[config.mk]
export PLATFORM = sky130hd
export DESIGN_NAME = rand_out_reg
export DESIGN_NICKNAME = d
export VERILOG_FILES = /design/src/rtl/rand_out_reg.sv
export SDC_FILE = /design/constraint.sdc
export NUM_CORES = 1
export LEC_CHECK = 0
export CAP_MARGIN = 20
export CELL_PAD_IN_SITES_DETAIL_PLACEMENT = 1
export CELL_PAD_IN_SITES_GLOBAL_PLACEMENT = 2
export CORE_UTILIZATION = 35
export DETAILED_ROUTE_END_ITERATION = 12
export PLACE_DENSITY_LB_ADDON = 0.1
export SETUP_SLACK_MARGIN = 0.02
export SLEW_MARGIN = 20
export SYNTH_ARGS = -nofsm -noshare
export SYNTH_HDL_FRONTEND = slang
export SYNTH_SLANG_ARGS = --single-unit
[constraint.sdc]
create_clock -name clk -period 4.6 [get_ports clk]
set_input_delay 0.46 -clock clk [delete_from_list [all_inputs] [get_ports clk]]
set_output_delay 0.46 -clock clk [all_outputs]
set_load 0.02 [all_outputs]
[src/rtl/rand_out_reg.sv]
// rand_out_reg: output stage of the random-number unit.
// Serves RDRAND/RDSEED by assembling source bits into a 16/32/64-bit result.

package params;
    localparam int OUTREG_MAX_WIDTH = 64;
endpackage

package le_types;
    typedef enum logic {
        RDRAND = 1'b0,
        RDSEED = 1'b1
    } rand_instr_t;

    typedef enum logic [1:0] {
        _16bit = 2'b00,
        _32bit = 2'b01,
        _64bit = 2'b10
    } rand_width_t;
endpackage

module rand_out_reg
    import le_types::*;
#(
    parameter int OUTREG_MAX_WIDTH = params::OUTREG_MAX_WIDTH,
    parameter int TIMEOUT_CYCLES   = 256
) (
    input  logic                        clk,
    input  logic                        rst,
    input  logic                        req_valid,
    output logic                        req_ready,
    input  rand_instr_t                 req_instr,
    input  rand_width_t                 req_width,
    input  logic                        drng_bit,
    input  logic                        drng_valid,
    output logic                        drng_ready,
    input  logic                        seed_bit,
    input  logic                        seed_valid,
    output logic                        seed_ready,
    input  logic                        seed_healthy,
    output logic                        rsp_valid,
    input  logic                        rsp_ready,
    output logic [OUTREG_MAX_WIDTH-1:0] rsp_data,
    output logic                        rsp_ok
);

    localparam int CNT_W = $clog2(OUTREG_MAX_WIDTH + 1);
    localparam int TO_W  = $clog2(TIMEOUT_CYCLES);

    typedef enum logic [1:0] {
        IDLE    = 2'b00,
        COLLECT = 2'b01,
        RESP    = 2'b10
    } state_t;

    state_t                      state_q, state_d;
    rand_instr_t                 instr_q, instr_d;
    rand_width_t                 width_q, width_d;
    logic [OUTREG_MAX_WIDTH-2:0] data_q, data_d;
    logic [CNT_W-1:0]            bit_cnt_q, bit_cnt_d;
    logic [TO_W-1:0]             to_cnt_q, to_cnt_d;
    logic                        req_ready_q, req_ready_d;
    logic                        drng_ready_q, drng_ready_d;
    logic                        seed_ready_q, seed_ready_d;
    logic                        rsp_valid_q, rsp_valid_d;
    logic [OUTREG_MAX_WIDTH-1:0] rsp_data_q, rsp_data_d;
    logic                        rsp_ok_q, rsp_ok_d;

    logic                        width_legal;
    logic                        req_fire;
    logic                        bit_fire;
    logic                        bit_in;
    logic [OUTREG_MAX_WIDTH-1:0] shifted;
    logic [CNT_W-1:0]            bit_cnt_inc;
    logic [CNT_W-1:0]            target_bits;
    logic                        last_bit;
    logic                        timed_out;

    // Decode the requested width into a bit count; 2'b11 is illegal.
    always_comb begin
        width_legal = 1'b1;
        target_bits = CNT_W'(OUTREG_MAX_WIDTH);
        case (width_q)
            _16bit:  target_bits = CNT_W'(16);
            _32bit:  target_bits = CNT_W'(32);
            _64bit:  target_bits = CNT_W'(64);
            default: target_bits = CNT_W'(OUTREG_MAX_WIDTH);
        endcase
        case (req_width)
            _16bit, _32bit, _64bit: width_legal = 1'b1;
            default:                width_legal = 1'b0;
        endcase
    end

    // Select the active source and form the shifted data word.
    always_comb begin
        req_fire = req_valid && req_ready_q;
        if (instr_q == RDSEED) begin
            bit_fire = seed_valid && seed_ready_q;
            bit_in   = seed_bit;
        end else begin
            bit_fire = drng_valid && drng_ready_q;
            bit_in   = drng_bit;
        end
        shifted     = {data_q, bit_in};
        bit_cnt_inc = bit_cnt_q + CNT_W'(1);
        last_bit    = bit_fire && (bit_cnt_inc == target_bits);
        timed_out   = (to_cnt_q == TO_W'(TIMEOUT_CYCLES - 1));
    end

    // Next-state and registered-output logic for IDLE/COLLECT/RESP.
    always_comb begin
        state_d      = state_q;
        instr_d      = instr_q;
        width_d      = width_q;
        data_d       = data_q;
        bit_cnt_d    = bit_cnt_q;
        to_cnt_d     = to_cnt_q;
        req_ready_d  = req_ready_q;
        drng_ready_d = drng_ready_q;
        seed_ready_d = seed_ready_q;
        rsp_valid_d  = rsp_valid_q;
        rsp_data_d   = rsp_data_q;
        rsp_ok_d     = rsp_ok_q;

        case (state_q)
            IDLE: begin
                req_ready_d  = 1'b1;
                drng_ready_d = 1'b0;
                seed_ready_d = 1'b0;
                rsp_valid_d  = 1'b0;
                rsp_data_d   = '0;
                rsp_ok_d     = 1'b0;
                if (req_fire) begin
                    instr_d     = req_instr;
                    width_d     = req_width;
                    data_d      = '0;
                    bit_cnt_d   = '0;
                    to_cnt_d    = '0;
                    req_ready_d = 1'b0;
                    if (!width_legal ||
                        (req_instr == RDSEED && !seed_healthy)) begin
                        state_d     = RESP;
                        rsp_valid_d = 1'b1;
                    end else begin
                        state_d      = COLLECT;
                        drng_ready_d = (req_instr == RDRAND);
                        seed_ready_d = (req_instr == RDSEED);
                    end
                end
            end

            COLLECT: begin
                req_ready_d = 1'b0;
                to_cnt_d    = to_cnt_q + TO_W'(1);
                if (bit_fire) begin
                    data_d    = shifted[OUTREG_MAX_WIDTH-2:0];
                    bit_cnt_d = bit_cnt_inc;
                end
                // A final bit in the expiry cycle still counts as success.
                if (last_bit) begin
                    state_d      = RESP;
                    drng_ready_d = 1'b0;
                    seed_ready_d = 1'b0;
                    rsp_valid_d  = 1'b1;
                    rsp_data_d   = shifted;
                    rsp_ok_d     = 1'b1;
                end else if (timed_out) begin
                    state_d      = RESP;
                    drng_ready_d = 1'b0;
                    seed_ready_d = 1'b0;
                    rsp_valid_d  = 1'b1;
                    rsp_data_d   = '0;
                    rsp_ok_d     = 1'b0;
                end
            end

            RESP: begin
                req_ready_d  = 1'b0;
                drng_ready_d = 1'b0;
                seed_ready_d = 1'b0;
                if (rsp_valid_q && rsp_ready) begin
                    state_d     = IDLE;
                    req_ready_d = 1'b1;
                    rsp_valid_d = 1'b0;
                    rsp_data_d  = '0;
                    rsp_ok_d    = 1'b0;
                end
            end

            default: begin
                state_d      = IDLE;
                req_ready_d  = 1'b1;
                drng_ready_d = 1'b0;
                seed_ready_d = 1'b0;
                rsp_valid_d  = 1'b0;
                rsp_data_d   = '0;
                rsp_ok_d     = 1'b0;
            end
        endcase
    end

    // State and output registers; reset abandons any request in flight.
    always_ff @(posedge clk) begin
        if (rst) begin
            state_q      <= IDLE;
            instr_q      <= RDRAND;
            width_q      <= _16bit;
            data_q       <= '0;
            bit_cnt_q    <= '0;
            to_cnt_q     <= '0;
            req_ready_q  <= 1'b1;
            drng_ready_q <= 1'b0;
            seed_ready_q <= 1'b0;
            rsp_valid_q  <= 1'b0;
            rsp_data_q   <= '0;
            rsp_ok_q     <= 1'b0;
        end else begin
            state_q      <= state_d;
            instr_q      <= instr_d;
            width_q      <= width_d;
            data_q       <= data_d;
            bit_cnt_q    <= bit_cnt_d;
            to_cnt_q     <= to_cnt_d;
            req_ready_q  <= req_ready_d;
            drng_ready_q <= drng_ready_d;
            seed_ready_q <= seed_ready_d;
            rsp_valid_q  <= rsp_valid_d;
            rsp_data_q   <= rsp_data_d;
            rsp_ok_q     <= rsp_ok_d;
        end
    end

    assign req_ready  = req_ready_q;
    assign drng_ready = drng_ready_q;
    assign seed_ready = seed_ready_q;
    assign rsp_valid  = rsp_valid_q;
    assign rsp_data   = rsp_data_q;
    assign rsp_ok     = rsp_ok_q;

endmodule

==> Word level (Yosys, flattened, before mapping) <==
Index checks and enable logic that the tools add are counted.
{ "classes": {"n_addsub": 2, "n_eq_ne": 11, "n_mux": 41, "bitwise_logic": 1, "n_reduce_logical": 19} }
{ "ops": {"columns": ["cell", "n"], "rows": [
  ["two-way mux 64 bit", 3],
  ["one-hot mux 64 bit (2 select lines)", 1],
  ["two-way mux 63 bit", 2],
  ["one-hot mux 63 bit (2 select lines)", 1],
  ["one-hot mux 7 bit (2 select lines)", 2],
  ["two-way mux 1 bit", 17],
  ["one-hot mux 8 bit (2 select lines)", 1],
  ["two-way mux 7 bit", 2],
  ["two-way mux 2 bit", 5],
  ["adder 8 x 1 -> 8 bit, second input constant", 1],
  ["equality test 8 bit, second input constant", 1],
  ["two-way mux 8 bit", 1],
  ["adder 7 x 1 -> 7 bit, second input constant", 1],
  ["equality test 7 bit", 1],
  ["equality test 2 x 1 -> 1 bit, second input constant", 3],
  ["logical AND 1 bit", 6],
  ["zero test 2 bit", 3],
  ["!= test 2 bit, second input constant", 3],
  ["one-hot mux 1 bit (2 select lines)", 3],
  ["one-hot mux 1 bit (3 select lines)", 2],
  ["one-hot mux 2 bit (3 select lines)", 1],
  ["AND reduction 2 bit", 3],
  ["AND reduction 3 bit", 2],
  ["equality test 2 bit, second input constant", 2],
  ["other kinds (6)", 7]
]} }
{ "word_totals": {"register_bits": 152, "inputBits": 12, "output_inout_bits": 69, "elab_cells": 86} }

==> Depth between registers and ports, before layout <==
{ "depth": {"depth_word": 8, "depth_mapped": 9, "depth_no_buf": 7} }

==> Least setup slack after synthesis <==
OpenSTA, ideal clock, no wires.
{ "synth_path": {"kind": "register to register", "from": "register bit_cnt_q[0]", "to": "register rsp_data_q[10] (netlist: rsp_data[10])", "setup_time_ns": 0.117, "arrival_time_ns": 2.399, "required_time_ns": 4.483, "slack_ns": 2.084, "stages_incl_launch_ff": 10, "n_path_buf": 2, "synth_period_minus_slack_ns": 2.516, "cell_sequence": "dfxtp_1 -> ha_1 -> nand3_2 -> or3_4 -> a2111oi_4 -> nor2_1 -> a211o_1 -> buf_4 -> buf_6 -> a22o_1"} }
{ "synth_between": {"elab_chain_len": 5, "word_cells_on_any_way": 7, "classes_between": "1 x add/sub; 2 x eq/ne; 2 x mux; 2 x reduce/logical"} }
{ "synth_rtl": {"columns": ["item", "line", "rtl"], "rows": [
  ["start: declaration", "59", "logic [CNT_W-1:0] bit_cnt_q, bit_cnt_d;"],
  ["start signal: assignment", "222", "bit_cnt_q <= bit_cnt_d;"],
  ["adder 7 x 1 -> 7 bit *", "105", "bit_cnt_inc = bit_cnt_q + CNT_W'(1);"],
  ["equality test 7 bit *", "106", "last_bit = bit_fire && (bit_cnt_inc == target_bits);"],
  ["logical AND 1 bit *", "106", null],
  ["two-way mux 64 bit or != test 3 bit (tied branches)", null, null],
  ["one-hot mux 64 bit (2 select lines) or AND reduction 2 bit (tied branches)", null, null],
  ["end signal: assignment", "228", "rsp_data_q <= rsp_data_d;"],
  ["end: declaration", "65", "logic [OUTREG_MAX_WIDTH-1:0] rsp_data_q, rsp_data_d;"]
]} }
Mark *: on every way between the ends. The rest lies on a longest branch, timed or not.
A chain may end at the register's enable or synchronous reset.

==> Worst setup path after layout <==
{ "layout_path": {"from": "register bit_cnt_q[0]", "to": "register rsp_data_q[33] (netlist: rsp_data[33])"} }
Same word-level chain as after synthesis.

==> summary.md <==
Summed over all cells, the static leakage comes to 0.002445 uW. Synthesis inferred 152 register bits. The max-capacitance violation count is 0. The normalized max-slew margin was 0.3572. Global routing usage summed across all routing layers: 0.1794. The die covers 16580 sq um.

For the number of fillers in the final layout, the log shows 1746. The sequential share of the synthesized area was 0.5409. The flow ran to the end, and the final reports show no timing, DRC or antenna violations. For this run, the leading register cell type out of synthesis is sky130_fd_sc_hd__dfxtp_1. Share of flip-flops with an asynchronous set or reset: 0.

The wire-length estimate of the detail-placed layout is 8539 um. For the required time reported for the critical path endpoint, the log shows 4910 ps. After layout, the minimum clock period comes to 3179 ps. The logs give 0.2464 mV for the worst supply voltage drop on vdd and 614 for the synthesized netlist net count.

The pin count of the biggest net entering global routing is 71. The count of cell types in the netlist is 43, and the detailed-route wire length is 13990 um. The tools report the insertion delay of the later-clocked pin in the worst-skew pair as 420 ps.

TritonCTS built the clock tree. Dividing total power by cell area gives a power density of 422.2 nW/um^2. The type of element launching the critical path was a register. The overall die height came out at 128.8 um.

In the routed layout, each cell is associated on average with a via count of 5.180. Fmax: 314.5 MHz. Once detail routing completed, the nets flagged for antenna violations numbered 0. Clock-pin slew was measured on the worst setup and hold paths at 60 ps. Once the clock tree was built, the setup fixing pass inserted 0 buffers. In the routed design, unresolved DRC markers number 0. Standard cell core area: 15430 sq um. The global-route wire length before repair is 23490 um, and the average instance area after synthesis is 9.391 sq um. Initial cell density of the core: 0.3646. For the pin with the worst max-slew slack, the measured transition is 961.9 ps. The endpoint arrival time on the critical path was 3490 ps; the final number of hold-violating endpoints was 0. The fraction of the cycle the final worst path needs is 0.6912, and the number of hold buffers added after CTS is 0. Yosys mapped a number of flops with a built-in enable equal to 0. The number of placed instances, taps included, is 852. The number of antenna diodes in the final layout is 0. Setup repair after global routing left no endpoint under its margin.

Summing over every cut layer, the via total after detailed routing is 4579. The most common cell after layout, fill and taps aside was sky130_fd_sc_hd__dfxtp_1. Gates resized during post-CTS repair numbered 0.

The pre-antenna-repair detailed-routing pass consisted of 4 iterations. The overall overflow remaining after global route is 0, and the final cell count without fillers is 884. In the layout the commonest cells are sky130_fd_sc_hd__dfxtp_1 (152), sky130_fd_sc_hd__nand2_1 (85), sky130_fd_sc_hd__clkdlybuf4s50_1 (79). In the final routed layout, each cell accounts on average for 15.83 um.

The run gives 5625 sq um as the cell area after synthesis. In this run the clock root is driven by a sky130_fd_sc_hd__clkbuf_16. After technology mapping, the gate count stands at 599. No sink is reached through more buffers than the 2 on the longest clock path. The H-tree was split into 4 levels.

The total CTS buffers is 17, and the worst-case clock skew is 10.68 ps. The kind of critical path was register to register. Number of violations reported at the end of detailed-routing iteration 0: 261. The number of clock sinks seen by CTS was 152. The area growth from synthesis to layout is 26.62%. The routability-driven placement congestion ratio is 0.7898. The layout cell share with drive strength beyond 1 was 0.08172; the total count of max-transition violations in the final report was 0. In the final timing run, aggregate negative setup slack is 0 ps.

In this run the count of I/O pins placed on the die edge is 81. The total number of nets in the final design was 675; the die width was 128.8 um. The number of warnings issued by yosys was 0; the via count of the first global-routing pass was 4664.

In this run the worst path has a maximum fanout of 36. Setup violations remaining at the end of the flow were counted as 0. The count of buffers added on input and output ports is 80. For the number of antenna violations at the first check in global routing, the log shows 0. For the number of rows in the core area, the log shows 45.

The tightest min-delay check is of the register to register type. The worst setup path is captured at a register.
[synthesized netlist by cell type, types with 3 or more instances]
master	n	area, sq um
sky130_fd_sc_hd__nor2_1	31	116.4
sky130_fd_sc_hd__a21oi_1	78	390.4
sky130_fd_sc_hd__nand3_1	71	355.3
sky130_fd_sc_hd__a22o_1	63	551.8
sky130_fd_sc_hd__o21ai_0	11	55.05
sky130_fd_sc_hd__ha_1	3	37.54
sky130_fd_sc_hd__a22oi_1	6	45.04
sky130_fd_sc_hd__clkbuf_1	32	120.1
sky130_fd_sc_hd__inv_1	5	18.77
sky130_fd_sc_hd__mux2_2	3	33.78
sky130_fd_sc_hd__buf_6	12	135.1
sky130_fd_sc_hd__and3_1	5	31.28
sky130_fd_sc_hd__xnor2_1	4	35.03
sky130_fd_sc_hd__dfxtp_1	152	3043
sky130_fd_sc_hd__nand2_1	85	319.1
sky130_fd_sc_hd__and2_1	3	18.77
[final cells by class]
cell class                 count  area (sq um)  share of cell area
sequential                   152          3043              0.4272
multi-input combinational    395          2318              0.3255
timing repair buffer          89         863.3              0.1212
clock buffer                  22         474.2             0.06657
tap                          211         264.0             0.03706
clock inverter                10         141.4             0.01985
inverter                       5         18.77            0.002635
[worst max-delay path, stage by stage (launching register included)]
cell and delay (ps):
sky130_fd_sc_hd__dfxtp_1 400, sky130_fd_sc_hd__ha_1 270, sky130_fd_sc_hd__nand3_2 170, sky130_fd_sc_hd__or3_4 440
sky130_fd_sc_hd__a2111oi_4 470, sky130_fd_sc_hd__nor2_1 100, sky130_fd_sc_hd__a211o_2 580, sky130_fd_sc_hd__buf_4 360
sky130_fd_sc_hd__a22o_1 260
[stage by stage]
stage	utilization	power, uW	setup WS [ps]	hold slack, ps	area [sq um]
6_report	0.4617	3007	1421	465.9	7123
3_3_place_gp	0.4218	1595	1529	455.7	6507
3_5_place_dp	0.4218	1598	1425	462.4	6507
5_1_grt	0.4617	3129	1191	488.0	7123
4_1_cts	0.4617	3044	1409	470.7	7123
2_1_floorplan	-	1537	2084	441.8	5625
[sequential cells by signal, indices dropped and copies added (netlist names), 2 cells and up]
signal and cells:
bit_cnt_q 7, to_cnt_q 8, data_q 63, rsp_data 64, width_q 2, state_q 2
[cells by family (layout without fill, tap and decap cells)]
group / Yosys count / count (layout) / synth area share
AO/OA/AOI/OAI: 172 / 172 / 0.2129
XOR/XNOR: 4 / 4 / 0.006227
adder cells (fa/ha/maj): 3 / 3 / 0.006673
buffers and inverters: 52 / 126 / 0.05138
flip-flops: 152 / 152 / 0.5409
multiplexers: 4 / 4 / 0.007784
AND/OR/NAND/NOR: 212 / 212 / 0.1742
[report_power, final]
| group | internal [uW] | switching, uW | total, uW | leakage (uW) |
|---|---|---|---|---|
| Sequential | 1330 | 13.1 | 1340 | 0.00122 |
| Clock | 899 | 542 | 1440 | 0.000297 |
| Combinational | 56.6 | 168 | 225 | 0.000923 |
[worst paths after layout]
kind,start,endpoint,slack [ps],cells after the start
min reg2reg,data_q[51]$_SDFFE_PP0P_,data_q[52]$_SDFFE_PP0P_,470,2
max,bit_cnt_q[0]$_SDFFE_PP0P_,rsp_data[33]$_SDFFE_PP0P_,1420,8
min,data_q[51]$_SDFFE_PP0P_,data_q[52]$_SDFFE_PP0P_,470,2
max reg2reg,bit_cnt_q[0]$_SDFFE_PP0P_,rsp_data[33]$_SDFFE_PP0P_,1420,8
[per-layer routing]
layer	vias to the layer above	GRT usage	wire length (um)
li1	2254	-	-
met1	2234	0.2363	6862
met2	80	0.2887	6499
met3	11	0.03950	486
met4	0	0.06436	145
met5	-	0	0
Power figures use the tool's default switching activity.
